$ cat src/rtl/calc_pkg.sv
// Shared definitions for the BCD calculator sequencing controller:
// key codes, ALU op/enable encodings and controller states.
package calc_pkg;

  localparam logic [3:0] KEY_ADD = 4'hA;
  localparam logic [3:0] KEY_SUB = 4'hB;
  localparam logic [3:0] KEY_EQ  = 4'hC;
  localparam logic [3:0] KEY_CE  = 4'hD;

  localparam logic [1:0] OP_NONE    = 2'b00;
  localparam logic [1:0] OP_ADD     = 2'b01;
  localparam logic [1:0] OP_SUB     = 2'b10;
  localparam logic [1:0] ALU_EN_ON  = 2'b01;
  localparam logic [1:0] ALU_EN_OFF = 2'b00;

  typedef enum logic [2:0] {ENTER_A, ENTER_B, EXEC, WAIT, SHOW} state_t;

  function automatic logic isDigit(input logic [3:0] code);
    return code <= 4'd9;
  endfunction

  function automatic logic isOpKey(input logic [3:0] code);
    return (code == KEY_ADD) || (code == KEY_SUB);
  endfunction

endpackage

$ cat src/rtl/calc_controller_if.sv
// Keypad, ALU and display signals of the calculator controller, bundled.
// master = controller side, slave = keypad/ALU/display side.
interface calc_controller_if;

  logic        key_valid;
  logic [3:0]  key_code;
  logic        key_ready;
  logic [15:0] bcd1;
  logic [15:0] bcd2;
  logic [1:0]  op_selected;
  logic [1:0]  alu_enable;
  logic [15:0] alu_bcd_out;
  logic        alu_special;
  logic [15:0] disp_bcd;
  logic        disp_neg;
  logic        busy;

  modport master (
    input  key_valid, key_code, alu_bcd_out, alu_special,
    output key_ready, bcd1, bcd2, op_selected, alu_enable, disp_bcd, disp_neg, busy
  );

  modport slave (
    output key_valid, key_code, alu_bcd_out, alu_special,
    input  key_ready, bcd1, bcd2, op_selected, alu_enable, disp_bcd, disp_neg, busy
  );

endinterface

$ cat src/rtl/bcd_entry_reg.sv
// BCD operand entry register: digits shift in at the low nibble, with
// clear, parallel load, digit count and full/empty flags.
module bcd_entry_reg #(
  parameter int MAX_DIGITS = 3,
  localparam int CW = $clog2(MAX_DIGITS + 1)
) (
  input  logic          clk,
  input  logic          clear_n,
  input  logic          i_clear,
  input  logic          i_load,
  input  logic [15:0]   i_loadVal,
  input  logic [CW-1:0] i_loadCnt,
  input  logic          i_shift,
  input  logic [3:0]    i_digit,
  output logic [15:0]   o_value,
  output logic          o_full,
  output logic          o_empty
);

  localparam logic [15:0]   VAL_MASK = 16'((32'd1 << (4 * MAX_DIGITS)) - 32'd1);
  localparam logic [CW-1:0] CNT_MAX  = CW'(MAX_DIGITS);

  logic [15:0]   r_value;
  logic [CW-1:0] r_count;
  logic [15:0]   w_shifted;

  assign w_shifted = {r_value[11:0], i_digit} & VAL_MASK;
  assign o_full    = (r_count == CNT_MAX);
  assign o_empty   = (r_count == '0);
  assign o_value   = r_value;

  // Once full, further digits are dropped so the operand never exceeds its width
  always_ff @(posedge clk or negedge clear_n) begin
    if (!clear_n) begin
      r_value <= '0;
      r_count <= '0;
    end else if (i_clear) begin
      r_value <= '0;
      r_count <= '0;
    end else if (i_load) begin
      r_value <= i_loadVal & VAL_MASK;
      r_count <= i_loadCnt;
    end else if (i_shift && !o_full) begin
      r_value <= w_shifted;
      r_count <= r_count + CW'(1);
    end
  end

endmodule

$ cat src/rtl/calc_controller.sv
// Calculator sequencing controller: assembles two BCD operands and an op
// from keypad events, pulses the ALU once and captures its result for display.
module calc_controller
  import calc_pkg::*;
#(
  parameter int MAX_DIGITS = 3,
  parameter int ALU_LAT    = 1
) (
  input  logic          clk,
  input  logic          clear_n,
  calc_controller_if.master bus
);

  localparam int          CW        = $clog2(MAX_DIGITS + 1);
  localparam logic [2:0]  WAIT_LOAD = 3'(ALU_LAT);

  state_t        r_state, w_next;
  logic [2:0]    r_wait;
  logic [1:0]    r_op;
  logic [15:0]   r_dispBcd;
  logic          r_dispNeg;

  logic [15:0]   w_aValue, w_bValue, w_aLoadVal, w_dispBcd;
  logic [CW-1:0] w_aLoadCnt;
  logic          w_aFull, w_bFull, w_aEmpty, w_bEmpty;
  logic          w_aClear, w_aLoad, w_aShift, w_bClear, w_bShift;
  logic          w_opLoad, w_opClear, w_dispClear, w_capture;
  logic          w_ready, w_accept, w_dispNeg;
  logic [1:0]    w_keyOp;

  bcd_entry_reg #(.MAX_DIGITS(MAX_DIGITS)) u_entryA (
    .clk(clk), .clear_n(clear_n), .i_clear(w_aClear), .i_load(w_aLoad),
    .i_loadVal(w_aLoadVal), .i_loadCnt(w_aLoadCnt), .i_shift(w_aShift),
    .i_digit(bus.key_code), .o_value(w_aValue), .o_full(w_aFull), .o_empty(w_aEmpty)
  );

  bcd_entry_reg #(.MAX_DIGITS(MAX_DIGITS)) u_entryB (
    .clk(clk), .clear_n(clear_n), .i_clear(w_bClear), .i_load(1'b0),
    .i_loadVal(16'h0000), .i_loadCnt('0), .i_shift(w_bShift),
    .i_digit(bus.key_code), .o_value(w_bValue), .o_full(w_bFull), .o_empty(w_bEmpty)
  );

  assign w_ready  = (r_state == ENTER_A) || (r_state == ENTER_B) || (r_state == SHOW);
  assign w_accept = bus.key_valid && w_ready;
  assign w_keyOp  = (bus.key_code == KEY_SUB) ? OP_SUB : OP_ADD;

  always_comb begin
    w_next      = r_state;
    w_aClear    = 1'b0;
    w_aLoad     = 1'b0;
    w_aShift    = 1'b0;
    w_aLoadVal  = {12'h000, bus.key_code};
    w_aLoadCnt  = CW'(1);
    w_bClear    = 1'b0;
    w_bShift    = 1'b0;
    w_opLoad    = 1'b0;
    w_opClear   = 1'b0;
    w_dispClear = 1'b0;
    w_capture   = 1'b0;
    if (w_accept && bus.key_code == KEY_CE) begin
      w_aClear    = 1'b1;
      w_bClear    = 1'b1;
      w_opClear   = 1'b1;
      w_dispClear = 1'b1;
      w_next      = ENTER_A;
    end else begin
      case (r_state)
        ENTER_A: if (w_accept) begin
          if (isDigit(bus.key_code)) begin
            w_aShift = !w_aFull;
          end else if (isOpKey(bus.key_code)) begin
            w_opLoad = 1'b1;
            w_bClear = 1'b1;
            w_next   = ENTER_B;
          end
        end
        ENTER_B: if (w_accept) begin
          if (isDigit(bus.key_code)) begin
            w_bShift = !w_bFull;
          end else if (isOpKey(bus.key_code)) begin
            w_opLoad = w_bEmpty;
          end else if (bus.key_code == KEY_EQ) begin
            w_next = EXEC;
          end
        end
        EXEC: w_next = WAIT;
        WAIT: if (r_wait <= 3'd1) begin
          w_capture = 1'b1;
          w_next    = SHOW;
        end
        SHOW: if (w_accept) begin
          if (isDigit(bus.key_code)) begin
            w_aLoad   = 1'b1;
            w_bClear  = 1'b1;
            w_opClear = 1'b1;
            w_next    = ENTER_A;
          end else if (isOpKey(bus.key_code) && !r_dispNeg && r_dispBcd[15:12] == 4'h0) begin
            // Chaining reuses the result as operand A; only results that fit are allowed
            w_aLoad    = 1'b1;
            w_aLoadVal = r_dispBcd;
            w_aLoadCnt = CW'(MAX_DIGITS);
            w_bClear   = 1'b1;
            w_opLoad   = 1'b1;
            w_next     = ENTER_B;
          end else if (bus.key_code == KEY_EQ) begin
            w_next = EXEC;
          end
        end
        default: w_next = ENTER_A;
      endcase
    end
  end

  always_ff @(posedge clk or negedge clear_n) begin
    if (!clear_n) r_state <= ENTER_A;
    else          r_state <= w_next;
  end

  // Display register tracks the entry value so EXEC/WAIT keep showing it
  always_ff @(posedge clk or negedge clear_n) begin
    if (!clear_n) begin
      r_op      <= OP_NONE;
      r_wait    <= 3'd0;
      r_dispBcd <= 16'h0000;
      r_dispNeg <= 1'b0;
    end else begin
      if (w_opClear)     r_op <= OP_NONE;
      else if (w_opLoad) r_op <= w_keyOp;
      if (r_state == EXEC)      r_wait <= WAIT_LOAD;
      else if (r_state == WAIT) r_wait <= r_wait - 3'd1;
      if (w_dispClear) begin
        r_dispBcd <= 16'h0000;
        r_dispNeg <= 1'b0;
      end else if (w_capture) begin
        r_dispBcd <= bus.alu_bcd_out;
        r_dispNeg <= bus.alu_special;
      end else if (r_state == ENTER_A || r_state == ENTER_B) begin
        r_dispBcd <= w_dispBcd;
        r_dispNeg <= 1'b0;
      end
    end
  end

  always_comb begin
    w_dispBcd = r_dispBcd;
    w_dispNeg = r_dispNeg;
    case (r_state)
      ENTER_A: begin w_dispBcd = w_aValue; w_dispNeg = 1'b0; end
      ENTER_B: begin w_dispBcd = w_bValue; w_dispNeg = 1'b0; end
      default: ;
    endcase
  end

  assign bus.key_ready   = w_ready && clear_n && !(w_aEmpty && 1'b0);
  assign bus.bcd1        = w_aValue;
  assign bus.bcd2        = w_bValue;
  assign bus.op_selected = r_op;
  assign bus.alu_enable  = (r_state == EXEC) ? ALU_EN_ON : ALU_EN_OFF;
  assign bus.busy        = (r_state == EXEC) || (r_state == WAIT);
  assign bus.disp_bcd    = w_dispBcd;
  assign bus.disp_neg    = w_dispNeg;

endmodule

$ cat src/flat_wrapper.sv
// flat-port wrapper written by rule: the top's interface ports become plain ports
module calc_controller_flat import calc_pkg::*;
#(
  parameter int MAX_DIGITS = 3,
  parameter int ALU_LAT    = 1
)
  (clk, clear_n, bus_key_valid, bus_key_code, bus_alu_bcd_out, bus_alu_special, bus_key_ready, bus_bcd1, bus_bcd2, bus_op_selected, bus_alu_enable, bus_disp_bcd, bus_disp_neg, bus_busy);
  calc_controller_if bus_i ();
  input  logic clk;
  input  logic clear_n;
  input wire logic [$bits(bus_i.key_valid)-1:0] bus_key_valid;
  input wire logic [$bits(bus_i.key_code)-1:0] bus_key_code;
  input wire logic [$bits(bus_i.alu_bcd_out)-1:0] bus_alu_bcd_out;
  input wire logic [$bits(bus_i.alu_special)-1:0] bus_alu_special;
  output wire logic [$bits(bus_i.key_ready)-1:0] bus_key_ready;
  output wire logic [$bits(bus_i.bcd1)-1:0] bus_bcd1;
  output wire logic [$bits(bus_i.bcd2)-1:0] bus_bcd2;
  output wire logic [$bits(bus_i.op_selected)-1:0] bus_op_selected;
  output wire logic [$bits(bus_i.alu_enable)-1:0] bus_alu_enable;
  output wire logic [$bits(bus_i.disp_bcd)-1:0] bus_disp_bcd;
  output wire logic [$bits(bus_i.disp_neg)-1:0] bus_disp_neg;
  output wire logic [$bits(bus_i.busy)-1:0] bus_busy;
  assign bus_i.key_valid = bus_key_valid;
  assign bus_i.key_code = bus_key_code;
  assign bus_i.alu_bcd_out = bus_alu_bcd_out;
  assign bus_i.alu_special = bus_alu_special;
  assign bus_key_ready = bus_i.key_ready;
  assign bus_bcd1 = bus_i.bcd1;
  assign bus_bcd2 = bus_i.bcd2;
  assign bus_op_selected = bus_i.op_selected;
  assign bus_alu_enable = bus_i.alu_enable;
  assign bus_disp_bcd = bus_i.disp_bcd;
  assign bus_disp_neg = bus_i.disp_neg;
  assign bus_busy = bus_i.busy;
  calc_controller #(.MAX_DIGITS(MAX_DIGITS), .ALU_LAT(ALU_LAT)) u_core (.clk(clk), .clear_n(clear_n), .bus(bus_i));
endmodule
$ cat config.mk
export PLATFORM = sky130hd
export DESIGN_NAME = calc_controller_flat
export DESIGN_NICKNAME = d
export VERILOG_FILES = /design/src/rtl/calc_pkg.sv /design/src/rtl/calc_controller_if.sv /design/src/rtl/bcd_entry_reg.sv /design/src/rtl/calc_controller.sv /design/src/flat_wrapper.sv
export SDC_FILE = /design/constraint.sdc
export NUM_CORES = 1
export LEC_CHECK = 0
export ABC_AREA = 0
export ABC_CLOCK_PERIOD_IN_PS = 2900
export CAP_MARGIN = 0
export CORE_MARGIN = 2
export CORE_UTILIZATION = 35
export DETAILED_ROUTE_END_ITERATION = 12
export DONT_BUFFER_PORTS = 1
export HOLD_SLACK_MARGIN = 0.15
export PLACE_DENSITY = 0.5
export SYNTH_ARGS = -nofsm -noshare
export SYNTH_HDL_FRONTEND = slang
export SYNTH_SLANG_ARGS = --single-unit
$ cat constraint.sdc
create_clock -name clk -period 2.9 [get_ports clk]
set_clock_uncertainty 0.05 [all_clocks]
set_input_delay 0.87 -clock clk [delete_from_list [all_inputs] [get_ports clk]]
set_output_delay 0.87 -clock clk [all_outputs]
set_load 0.01 [all_outputs]
; ---- Yosys cells after proc, flatten, opt, wreduce, memory -nomap -nowiden
; Cells that the tools add are included.
[totals]
ff_bits = 61
output_inout_bits = 55
word_cells = 136
input_bits = 24
[op_classes]
n_reduce_logical = 24
mux = 80
magnitude_cmp = 2
add_sub_neg = 3
eq_ne = 18
[ops]
columns = op, count
row1 = two-way mux 16 bit, 8
row2 = two-way mux 12 bit, 5
row3 = two-way mux 3 bit, 14
row4 = two-way mux 1 bit, 36
row5 = one-hot mux 16 bit (2 select lines), 1
row6 = two-way mux 2 bit, 13
row7 = == test 4 bit (second input constant), 4
row8 = one-hot mux 3 bit (5 select lines), 1
row9 = != test 3 x 2 -> 1 bit (second input constant), 4
row10 = AND reduction 8 bit, 1
row11 = logical AND 1 bit, 7
row12 = == test 3 x 2 -> 1 bit (second input constant), 2
row13 = != test 3 x 1 -> 1 bit (second input constant), 2
row14 = != test 3 bit (second input constant), 2
row15 = nonzero test 2 bit, 3
row16 = nonzero test 3 bit, 2
row17 = adder 2 x 1 -> 2 bit (second input constant), 2
row18 = == test 2 bit (second input constant), 2
row19 = <= comparator 4 bit (second input constant), 1
row20 = zero test 4 bit, 1
row21 = logical OR 1 bit, 4
row22 = == test 3 x 1 -> 1 bit (second input constant), 1
row23 = == test 3 bit (second input constant), 1
row24 = <= comparator 3 x 1 -> 1 bit (second input constant), 1
row25 = 7 further kinds, 9

; ---- Longest topological paths before layout
[depth]
ltp_word = 11
ltp_mapped = 7
mapped_depth_nobuf = 5

; ---- By module
; Synthesis repeated with hierarchy kept, for this count alone.
[hier_totals]
hier_cells = 383
area_unflattened_um2 = 3692.3
[modules_own_cells]
columns = module, area_each_um2, cells_each, instances, seq_area_each_um2
row1 = calc_controller, 1945.6, 237, 1, 625.6
row2 = bcd_entry_reg, 873.3, 73, 2, 350.3

; ---- Worst setup path before layout
; No wires, ideal clock.
[synth_timing]
path_type = flip-flop to output port
from = register u_core.r_state[2]
to = output port bus_disp_bcd[10]
n_path_buf = 3
stages_incl_launch_ff = 6
t_required_ns = 1.980
slack_ns = 0.418
t_arrival_ns = 1.562
cell_sequence = dfrtp_1 -> clkbuf_1 -> or2_2 -> clkbuf_1 -> clkbuf_1 -> o21ai_0
[synth_via]
elab_chain_len = 2
word_cells_on_any_way = 3
cone_classes = eq/ne: 1 / mux: 1 / reduce/logical: 1
[synth_lines]
columns = element, line_no
row1 = "start, declared", calc_controller.sv:17  ; state_t r_state, w_next;
row2 = "start signal, assigned", calc_controller.sv:116  ; else r_state <= w_next;
row3 = == test 3 x 1 -> 1 bit or zero test 3 bit (tied branches), calc_controller.sv:147  ; case (r_state)
row4 = one-hot mux 16 bit (2 select lines) *, calc_controller.sv:147
row5 = "end, declared", flat_wrapper.sv:20  ; output wire logic [$bits(bus_i.disp_bcd)-1:0] bus_disp_bcd;
; Every way passes the cells marked *; elsewhere a longest branch is shown, timed or not.

; ---- Final worst setup path
[layout_timing]
from = register u_core.r_state[0]
to = output port bus_disp_bcd[11]
; The elaborated chain is that of the path after synthesis.

==> impl_results.md <==
- Cell family with most CP delay: flip-flops
- Hold slack: approximately 190 ps
- Die height: slightly below 100 um
- Min Tclk post-route: 2587 ps
- DRC viols: 1
- Wirelength per Cell: 19.04 um
- VDD IR-drop max: 0.0002606 V
- Gate Count Post-Synth: ~330
- Clock Latency Late Sink: just over 300 ps
- Final setup fails: 0
- Worst EP arrival: ~1700 ps
- Die W: approximately 97 um
- YS warnings: 0
- Sequential element share of the synthesized area: between 40% and 50%
- Crit path buf inv count: 2
- Clock-pin transition on the worst setup and hold timing paths: between 100 and 150 ps
- Unrepaired setup endpoints after global routing: no
- Setup TNS: 0 ps
- Antenna viol nets, final: 0
- FP Rows: 34
- First-pass DRT Iterations: 8
- CTS sink cnt: 53
- Final period util: about nine tenths
- Initial antenna violation count: 0
- Final WL: about 8.4 mm
- DR vias/cell: ~5.5
- Worst Setup End Kind: primary output
- Synth area leaders: dfrtp_1 43%, mux2i_1 10%, o21ai_0 5.6%
- Fmax: about 0.39 GHz
- CTS HTree Levels: 2
- Yosys top cell by area: dfrtp_1
- Layout cell share with drive strength beyond 1: between 10% and 20%
- Placer Congestion: between 0.8 and 0.9
- Pwr dens: 843.5 nW/um2
- Post-CTS Hold Buffers: 0
- Slowest cell delay on critical path: between 500 and 600 ps
- Worst-path maximum fanout: 15
- Worst path slowest cell: dfrtp_1
- Failing checks: design-rule violations
- Diode count: 0
- Post-synthesis sequential element count: 53
- Setup bufs post-CTS: 0
- Avg Cell Area, Syn: approximately 9.4 um2
- Netlist cell types: 53
- Cell Area, Synth: approximately 3000 um2
- Gr usage total: between 15 and 20%
- First-pass GRT wire length: around 13 mm
- GR Overflow Total: 0
- Cts bufs inserted: 5
- Die area: 9474 um2
- Primary FF master, synth: dfrtp_1
- Final Max Tran Viols: 0
- Ys async rst share: between 90% and 100%
- Pre-CTS setup slack: ~580 ps
- Crit-path cells: buf_4, mux2i_1, o21ai_0, buf_4
- Maxcap violations: 0
- Largest net degree at the start of global routing: 55
- Crit path kind: flip-flop to primary output
- Detailed-route via count: between 2,000 and 2,500
- Layout Nets: approximately 360
- Area of the core: between 8000 and 9000 um2
- Final hold violation count: 0
- Area grow syn2layout: 8.576%
- Hold WC Path Type: input pin to asynchronous set/reset pin
- Post-synth top area share: around 43%
- Initial Util: between 30 and 40%
- HPWL after DPL: 6.179 mm
- Post-CTS sizing: 0
- Vias in the first global route: roughly 2,300
- Post-synth EDFFs: 0
- Most used cell, CP: buf_4
- Design Power: between 2000 and 3000 uW
- DRT iter0 DRCs: about 170
- Crit path launch type: flip-flop
- DP Cell Count: about 430
- Final Worst Setup Slack: around 310 ps
- Clock buffer depth: 2
- Input/output buffers: 0
- Final std cells w/o fill: 440
- Leakage: between 0.0015 and 0.002 uW
- Ports: 79
- Req. time, crit path: between 1500 and 2000 ps
- Root buffer cell: clkbuf_8
- CTS tree: built
- Outcome: complete, but fails checks
kinds of logic after synthesis:
logic type                 after synthesis  synth area share [%]
AOI/OAI and AO/OA                       95                 19.90
xor gates and xnor gates                 2                0.5746
adders and majority gates                4                 1.641
buffers and inverters                   43                 7.017
DFF                                     53                 43.50
muxes                                   34                 11.28
other                                    1                0.1230
and+or+nand+nor                         93                 15.96
cell usage in the layout, fill, tap and decap left out, types with 2 or more instances in the layout:
| master | n |
|---|---|
| or4_1 | 3 |
| o21a_1 | 3 |
| o31ai_1 | 4 |
| a22oi_1 | 2 |
| nor2_1 | 23 |
| nor2b_1 | 2 |
| nand2b_1 | 3 |
| mux2_2 | 2 |
| conb_1 | 9 |
| a21oi_1 | 19 |
| o22ai_1 | 2 |
| a21o_1 | 8 |
| nand2_1 | 35 |
| nor3_2 | 2 |
| ha_1 | 4 |
| buf_4 | 23 |
| mux2i_1 | 31 |
| and2_1 | 6 |
| o21ai_0 | 34 |
| inv_1 | 11 |
| clkbuf_8 | 5 |
| xnor2_1 | 2 |
| a22o_1 | 11 |
| or2_2 | 2 |
| or3b_2 | 2 |
| nor3_1 | 3 |
| dfrtp_1 | 53 |
| nand3b_1 | 2 |
worst register-to-register path: stages, from the launching register on:
cell and delay (ps):
dfrtp_1 360, buf_4 250, or3b_2 540, o21ai_0 370, a211oi_2 160, buf_4 190, mux2_1 310
registers in the layout, summed over array words and instances (netlist names):
signal,flops
u_core.u_entryB.o_value,12
u_core.r_wait,3
u_core.u_entryA.r_count,2
u_core.u_entryA.o_value,12
u_core.r_dispBcd,16
u_core.bus.op_selected,2
u_core.r_state,3
u_core.u_entryB.r_count,2
u_core.r_dispNeg,1
cells in the mapped netlist, types with 2 or more instances:
cell type and count:
a21oi_1 19, buf_4 11, a22oi_1 2, ha_1 4, nand3b_1 2, a22o_1 11, a21o_1 8, nor3_2 2
mux2i_1 31, nor3_1 3, and2_1 6, nor2_1 23, inv_1 11, or2_2 2, nand2_1 35, o31ai_1 4
dfrtp_1 53, or4_1 3, o21a_1 3, buf_2 3, nor2b_1 2, mux2_2 2, o22ai_1 2, nand2b_1 3
xnor2_1 2, clkbuf_1 17, or3b_2 2, o21ai_0 34
area by class of cell:
cell class / count / area, um2
fillers: 888 / 5283
multi-input cells: 237 / 1545
flip-flops and latches: 53 / 1326
repair buffers: 23 / 172.7
well taps: 108 / 135.1
clock buffers: 5 / 68.82
inverters: 11 / 41.29
clock inverters: 3 / 21.27
metal layers:
metal	part of all wire, %	global-route usage (%)
met3	6.2	3.957
met4	0.50	3.526
met5	0	0
met1	47	25.85
met2	47	27.35
path summary, 6_finish.rpt:
path | start | endpoint | slack (ps) | cells past startpoint
hold / removal | clear_n | u_core.u_entryB.r_count[1] | 190 | 0
max in group asynchronous | clear_n | u_core.u_entryA.o_value[10] | 2520 | 0
min in group clk | u_core.r_wait[0] | u_core.r_wait[0] | 450 | 1
hold reg to reg | u_core.r_wait[0] | u_core.r_wait[0] | 450 | 1
setup reg to reg | u_core.r_state[2] | u_core.u_entryA.o_value[2] | 560 | 6
setup / recovery | u_core.r_state[0] | bus_disp_bcd[11] | 310 | 4
metrics by stage:
step	instance area [um2]	util, %
after floorplan	3079	-
after global placement	3221	37.48
after detailed placement	3221	37.48
after CTS	3311	38.53
after global routing	3311	38.53
final	3311	38.53
report_power, final:
group	internal, uW	switching, uW
Sequential	999	353
Clock	172	268
Combinational	488	513
Note: power is estimated with default switching activity, not from simulation.
